**src/rtl/mem_arb_pkg.sv**
```systemverilog
// Shared types and constants for the two-requester memory port arbiter.
// Owner encoding doubles as the round-robin history bit.
package mem_arb_pkg;

  localparam int LAT_CNT_W = 3;

  typedef enum logic [1:0] {
    IDLE    = 2'd0,
    RD_WAIT = 2'd1,
    RESP    = 2'd2
  } arb_state_t;

  typedef enum logic {
    OWN_IF = 1'b0,
    OWN_D  = 1'b1
  } owner_t;

  // Counter preload for a read: RD_LAT-1 further cycles after the issue cycle.
  function automatic logic [LAT_CNT_W-1:0] lat_preload(input int rd_lat);
    return LAT_CNT_W'(rd_lat - 1);
  endfunction

endpackage

```
**src/rtl/rr_arb2.sv**
```systemverilog
// Two-request round-robin picker: combinational pick and a last-owner register.
// On a tie the requester that was not granted last wins.
module rr_arb2
  import mem_arb_pkg::*;
(
  input  logic i_clk,
  input  logic i_rst,
  input  logic i_req_if,
  input  logic i_req_d,
  input  logic i_en,
  output logic o_pick_if,
  output logic o_pick_d
);

  owner_t r_last_owner;

  always_comb begin
    o_pick_if = 1'b0;
    o_pick_d  = 1'b0;
    if (i_req_if && i_req_d) begin
      if (r_last_owner == OWN_D) o_pick_if = 1'b1;
      else                       o_pick_d  = 1'b1;
    end else begin
      o_pick_if = i_req_if;
      o_pick_d  = i_req_d;
    end
  end

  // History only moves when a grant is actually issued.
  always_ff @(posedge i_clk or posedge i_rst) begin
    if (i_rst) begin
      r_last_owner <= OWN_D;
    end else if (i_en && o_pick_if) begin
      r_last_owner <= OWN_IF;
    end else if (i_en && o_pick_d) begin
      r_last_owner <= OWN_D;
    end
  end

endmodule

```
**src/rtl/mem_port_arbiter.sv**
```systemverilog
// Shares one memory port between instruction fetch and data access.
// Stores complete in the issue cycle; reads wait RD_LAT cycles and return registered data.
module mem_port_arbiter
  import mem_arb_pkg::*;
#(
  parameter int ADDR_W = 32,
  parameter int DATA_W = 32,
  parameter int RD_LAT = 1
) (
  input  logic              ctrl_clk,
  input  logic              ctrl_rst,
  input  logic              if_req,
  input  logic [ADDR_W-1:0] if_addr,
  output logic              if_gnt,
  output logic              if_valid,
  output logic [DATA_W-1:0] if_rdata,
  input  logic              d_req,
  input  logic              d_we,
  input  logic [ADDR_W-1:0] d_addr,
  input  logic [DATA_W-1:0] d_wdata,
  output logic              d_gnt,
  output logic              d_valid,
  output logic [DATA_W-1:0] d_rdata,
  output logic              mem_en,
  output logic              mem_we,
  output logic [ADDR_W-1:0] mem_addr,
  output logic [DATA_W-1:0] mem_wdata,
  input  logic [DATA_W-1:0] mem_rdata,
  output logic              busy
);

  localparam logic [LAT_CNT_W-1:0] LAT_INIT = lat_preload(RD_LAT);

  arb_state_t            r_state;
  owner_t                r_owner;
  logic [LAT_CNT_W-1:0]  r_lat_cnt;
  logic [DATA_W-1:0]     r_if_rdata;
  logic [DATA_W-1:0]     r_d_rdata;
  logic                  r_if_valid;
  logic                  r_d_valid;

  logic                  w_idle;
  logic                  w_pick_if;
  logic                  w_pick_d;
  logic                  w_if_gnt;
  logic                  w_d_gnt;
  logic                  w_store;
  logic                  w_read_issue;

  assign w_idle = (r_state == IDLE);

  rr_arb2 u_rr_arb2 (
    .i_clk     (ctrl_clk),
    .i_rst     (ctrl_rst),
    .i_req_if  (if_req),
    .i_req_d   (d_req),
    .i_en      (w_idle),
    .o_pick_if (w_pick_if),
    .o_pick_d  (w_pick_d)
  );

  // Grants and memory strobes are combinational and only exist while idle.
  assign w_if_gnt     = w_idle && w_pick_if;
  assign w_d_gnt      = w_idle && w_pick_d;
  assign w_store      = w_d_gnt && d_we;
  assign w_read_issue = w_if_gnt || (w_d_gnt && !d_we);

  assign if_gnt    = w_if_gnt;
  assign d_gnt     = w_d_gnt;
  assign mem_en    = w_if_gnt || w_d_gnt;
  assign mem_we    = w_store;
  assign mem_addr  = w_d_gnt ? d_addr : (w_if_gnt ? if_addr : '0);
  assign mem_wdata = w_store ? d_wdata : '0;

  assign busy     = !w_idle;
  assign if_valid = r_if_valid;
  assign d_valid  = r_d_valid;
  assign if_rdata = r_if_rdata;
  assign d_rdata  = r_d_rdata;

  always_ff @(posedge ctrl_clk or posedge ctrl_rst) begin
    if (ctrl_rst) begin
      r_state    <= IDLE;
      r_owner    <= OWN_D;
      r_lat_cnt  <= '0;
      r_if_rdata <= '0;
      r_d_rdata  <= '0;
      r_if_valid <= 1'b0;
      r_d_valid  <= 1'b0;
    end else begin
      r_if_valid <= 1'b0;
      r_d_valid  <= 1'b0;
      case (r_state)
        IDLE: begin
          if (w_read_issue) begin
            r_owner   <= w_if_gnt ? OWN_IF : OWN_D;
            r_lat_cnt <= LAT_INIT;
            r_state   <= RD_WAIT;
          end
        end
        RD_WAIT: begin
          // mem_rdata is only trusted on this edge; valid follows in RESP.
          if (r_lat_cnt == '0) begin
            if (r_owner == OWN_IF) begin
              r_if_rdata <= mem_rdata;
              r_if_valid <= 1'b1;
            end else begin
              r_d_rdata <= mem_rdata;
              r_d_valid <= 1'b1;
            end
            r_state <= RESP;
          end else begin
            r_lat_cnt <= r_lat_cnt - 1'b1;
          end
        end
        RESP: begin
          r_state <= IDLE;
        end
        default: begin
          r_state <= IDLE;
        end
      endcase
    end
  end

endmodule

```
**config.mk**
```make
export PLATFORM = sky130hd
export DESIGN_NAME = mem_port_arbiter
export DESIGN_NICKNAME = d
export VERILOG_FILES = /design/src/rtl/mem_arb_pkg.sv /design/src/rtl/rr_arb2.sv /design/src/rtl/mem_port_arbiter.sv
export SDC_FILE = /design/constraint.sdc
export NUM_CORES = 1
export LEC_CHECK = 0
export BUFFER_PORTS_ARGS = -buffer_cell sky130_fd_sc_hd__buf_2
export CAP_MARGIN = 20
export CELL_PAD_IN_SITES_DETAIL_PLACEMENT = 1
export CELL_PAD_IN_SITES_GLOBAL_PLACEMENT = 2
export CORE_MARGIN = 5
export CORE_UTILIZATION = 22
export DETAILED_ROUTE_END_ITERATION = 10
export GPL_TIMING_DRIVEN = 1
export PLACE_DENSITY = 0.82
export SLEW_MARGIN = 5
export SYNTH_ARGS = -nofsm -noshare
export SYNTH_HDL_FRONTEND = slang
export SYNTH_SLANG_ARGS = --single-unit
```
**constraint.sdc**
```tcl
create_clock -name ctrl_clk -period 3.15 [get_ports ctrl_clk]
set_input_delay 0.63 -clock ctrl_clk [delete_from_list [all_inputs] [get_ports ctrl_clk]]
set_output_delay 0.63 -clock ctrl_clk [all_outputs]
set_load 0.05 [all_outputs]
```
Word-level counts from Yosys, hierarchy flattened
Index checks and enable logic that the tools add are counted.

Input bits: 133. Output and inout port bits: 135. Register bits after elaboration: 73.

Bitwise operators: 1. Muxes and demuxes: 22. Equal/unequal tests: 4. Reductions and logical operators: 18. $add $sub $neg: 1.

Operators by type and width (count): $mux 32 (3); $mux 1 (13); $reduce_and 3->1 (3); $mux 3 (2); $ne 2x2->1 const B (3); $pmux 3 s2 (1); $logic_and 1x1->1 (5); $mux 2 (2); $pmux 2 s2 (1); $reduce_and 2->1 (2); $reduce_bool 2->1 (2); $logic_not 3->1 (1); $sub 3x1->3 const B (1); $eq 2x1->1 const B (1); $logic_not 1->1 (2); $logic_not 2->1 (1); $logic_or 1x1->1 (2); $not 1->1 (1).

Longest topological paths before layout
Depth after elaboration: 7. Mapped depth: 8. Mapped depth without buffers: 6.

Modules after synthesis
A second synthesis with hierarchy kept.

Cell total of the unflattened synthesis: 258. Area, all modules: 3560.9 um^2.

Modules (own cells, without submodules): mem_port_arbiter (cells an instance 251, instances 1, sequential area each 1803.0 um^2, area each 3500.9 um^2); rr_arb2 (cells an instance 7, instances 1, sequential area each 26.3 um^2, area each 60.1 um^2).

Worst setup path after synthesis
Ideal clock, no wire load.

Kind: input to output. Start: input d_req. End: output mem_addr[24]. Path slack: 748 ps. Required time: 2520 ps. Stages: 5. Buffers on the path: 1. Arrival time: 1772 ps. Path through: nand2b_1 -> nand3_1 -> inv_2 -> buf_2 -> a22o_1.

Word-level cells in the longest chain between the ends: 5. Elaborated cells between the ends (all ways): 7. Classes of those cells: mux (4); reduce/logical (3).

Ends and longest elaborated chain: start: declaration (line mem_port_arbiter.sv:17) `input logic d_req,`; $logic_and 1x1->1 (line rr_arb2.sv:20) `if (i_req_if && i_req_d) begin`; $mux 1 (line rr_arb2.sv:20); $logic_and 1x1->1 (line mem_port_arbiter.sv:63) `assign w_if_gnt = w_idle && w_pick_if;`; named net if_gnt (line mem_port_arbiter.sv:14) `output logic if_gnt,`; $mux 32 (2 in series) (line mem_port_arbiter.sv:72) `assign mem_addr = w_d_gnt ? d_addr : (w_if_gnt ? if_addr : '0);`; end: declaration (line mem_port_arbiter.sv:26) `output logic [ADDR_W-1:0] mem_addr,`.

The timed path passes the listed nets, and every way through them passes these cells.

Final worst setup path
Start: register r_state[1]. End: output mem_addr[30].

Word-level cells in the longest chain between the ends: 4. Elaborated cells between the ends (all ways): 5. Classes of those cells: mux (2); reduce/logical (3).

Ends and longest elaborated chain: start: declaration (line mem_port_arbiter.sv:34) `arb_state_t r_state;`; start signal: assignment (line mem_port_arbiter.sv:83) `r_state <= IDLE;`; start signal: assignment (line mem_port_arbiter.sv:98) `r_state <= RD_WAIT;`; start signal: assignment (line mem_port_arbiter.sv:111) `r_state <= RESP;`; $logic_not 2->1 * (line mem_port_arbiter.sv:50) `assign w_idle = (r_state == IDLE);`; $logic_and 1x1->1 (line mem_port_arbiter.sv:63); $mux 32 (line mem_port_arbiter.sv:72); $mux 32 * (line mem_port_arbiter.sv:72).

Every way passes the cells marked *; elsewhere a longest branch is shown, timed or not.

==> run_results.csv <==
group,metric,value,unit
placed_design,place_ws,527,ps
clocking,numCtsBuffers,9,
drt,dr.pass1.iters,4,
pwr,p_leak,0.00288,uW
global_routing,grt_busiest_layer,"met2",
drt,drt-wirelength-per-cell,17.6,um
finish,fin_util,0.345,
yosys,synthCells,256,
global_routing,grt_pass1_vias,3574,
placed_design,port_buffers,267,
timing,hold_viol,0,
timing,final.setup_skew,3.18,ps
clocking,cts_tree,"built",
worst_setup_path,startpoint_type,"flip-flop",
clocking,htree_levels,3,
pwr,peakVddDrop,437,uV
yosys,synth.avg_cell_area,13.3,um^2
drt,routed_wl,12.6,mm
worst_setup_path,endpoint_kind,"output pin",
clocking,holdBufCountCts,0,
finish,final_common_cell,"buf_2",
worst_setup_path,arrival,2220,ps
floorplan,die_area,18100,um^2
timing,tns,0,ps
clocking,cts.repair.resized,0,
global_routing,grt_max_degree,43,
floorplan,start_util,0.225,
worst_setup_path,crit_required,2520,ps
global_routing,use_met3,0.0604,
global_routing,grtUsageMet2,0.244,
pwr,p_per_area,1330,nW/um^2
drt,drc_errors,0,
clocking,post-cts-setup-buffers,0,
timing,fmax,0.351,GHz
worst_setup_path,worst-setup-path-type,"flip-flop to output pin",
timing,layout_setup_ws,305,ps
timing,rsz0062_at_grt,"false",
global_routing,met1_usage,0.142,
yosys,synth.net_count,391,
placed_design,gp_congestion,0.811,
timing,finalSetupViolations,0,
finish,layout_common_cells,"buf_2, dfrtp_1, mux2_2",
floorplan,die_y,135,um
drt,ant_nets,0,
timing,timing.final.crit_share,0.903,
yosys,synth_warnings,0,
clocking,clock_latency,320,ps
drt,vias,3163,
global_routing,grt_usage,0.134,
global_routing,gr-total-overflow,0,
placed_design,hpwlAfterDp,10.3,mm
timing,worst_hold_slack,419,ps
timing,finalCriticalPeriod,2850,ps
floorplan,coreArea,15200,um^2
worst_setup_path,path_max_fanout,36,
floorplan,rows,45,
clocking,clk_path_buf_depth,2,
drt,drt_iter0_markers,81,
global_routing,antenna_found_initial,3,
yosys,yosysSeqAreaShare,0.536,
clocking,cts_root_buf,"clkbuf_16",
run,max_cap_violations,0,
yosys,yosysUniqueCellTypes,27,
drt,via_per_inst,4.43,
floorplan,ios,268,
timing,slew_viol_final,0,
yosys,ys_ff_latch,73,
finish,drive_gt1_frac,0.679,
outcome,status,"finished clean",
placed_design,placed_area,4920,um^2
yosys,synthesis.area,3410,um^2
min_path,min-delay-path-class,"input port to asynchronous set/reset pin",
timing,relSlewSlack,0.433,
finish,fin_nets,654,
global_routing,grt_first_pass_wirelength,19.1,mm
finish,stdcell_area,5240,um^2
clocking,cts_sinks,73,
clocking,clk_pin_slew,50,ps
finish,area_growth,53.6,%
floorplan,die_x,135,um
timing,tightestPinTransition,848,ps
final cells by class:
class / instances / area [um^2]
inverter: 8 / 30.0
antenna: 2 / 5.00
multi-input combinational: 155 / 1390
clock buffer: 12 / 246
timing repair buffer: 272 / 1430
fill: 1774 / 9960
tap: 188 / 235
sequential: 73 / 1830
clock inverter: 4 / 76.3
Yosys cell counts (all sizes together):
cell type,count,area (um^2)
mux2i,1,10.0
ha,2,25.0
a22o,32,280
nand2b,4,32.5
inv,8,30.0
buf,13,138
nand3,2,10.0
dfrtp,71,1780
nand3b,1,7.51
mux2,64,721
and2b,1,7.51
a31o,2,17.5
a21oi,4,20.0
o211ai,1,7.51
dfstp,2,52.6
nand2,3,13.8
nor2,5,18.8
nor3b,1,18.8
and3,32,200
clkbuf,7,26.3
worst max-delay path: stages, from the launching register on:
cell	delay, ps
dfrtp_1	410
nor2_1	280
nand3_1	190
inv_2	480
a22o_1	250
buf_2	260
cells by family (layout without fill, tap and decap cells):
group / Yosys count / count (layout) / share of synthesized area
buffers and inverters: 28 / 296 / 0.0568
flip-flops: 73 / 73 / 0.536
other: 0 / 2 / 0
adder cells (fa/ha/maj): 2 / 2 / 0.00733
AND/OR/NAND/NOR: 49 / 49 / 0.0905
multiplexers: 65 / 65 / 0.214
AO/OA/AOI/OAI: 39 / 39 / 0.0953
through the flow:
step | total power (uW) | cells
final | 6960 | 714
after global routing | 7310 | 713
after floorplan | 4950 | 256
after global placement | 5840 | 696
after detailed placement | 5950 | 696
after CTS | 7070 | 712
layer usage:
layer | up-vias | wire length (um)
met5 | - | 7
met3 | 12 | 1320
met4 | 2 | 164
met1 | 1521 | 4470
met2 | 168 | 6600
li1 | 1460 | -
flip-flops by register name (all words and copies together), names as in the netlist:
| register | flops |
|---|---|
| if_rdata | 32 |
| d_valid | 1 |
| u_rr_arb2.r_last_owner | 1 |
| if_valid | 1 |
| r_lat_cnt | 3 |
| d_rdata | 32 |
| r_state | 2 |
| r_owner | 1 |
report_power, final:
| group | total, uW | internal (uW) | switching (uW) |
|---|---|---|---|
| combinational | 4220 | 1140 | 3080 |
| clock | 1090 | 717 | 371 |
| sequential | 1650 | 1410 | 241 |
path summary, 6_finish.rpt:
check | start | slack [ps] | to | cells after the start
worst max-delay path | r_state[1] | 300 | mem_addr[30] | 5
worst min-delay path | ctrl_rst | 420 | d_rdata[17] | 2
worst max register to register | r_lat_cnt[0] | 1010 | d_rdata[7] | 6
worst min register to register | r_lat_cnt[0] | 480 | r_lat_cnt[0] | 1
max in group asynchronous | ctrl_rst | 2050 | if_rdata[8] | 3
min in group ctrl_clk | r_lat_cnt[0] | 480 | r_lat_cnt[0] | 1
No activity file was read; power rests on OpenSTA's default activity.
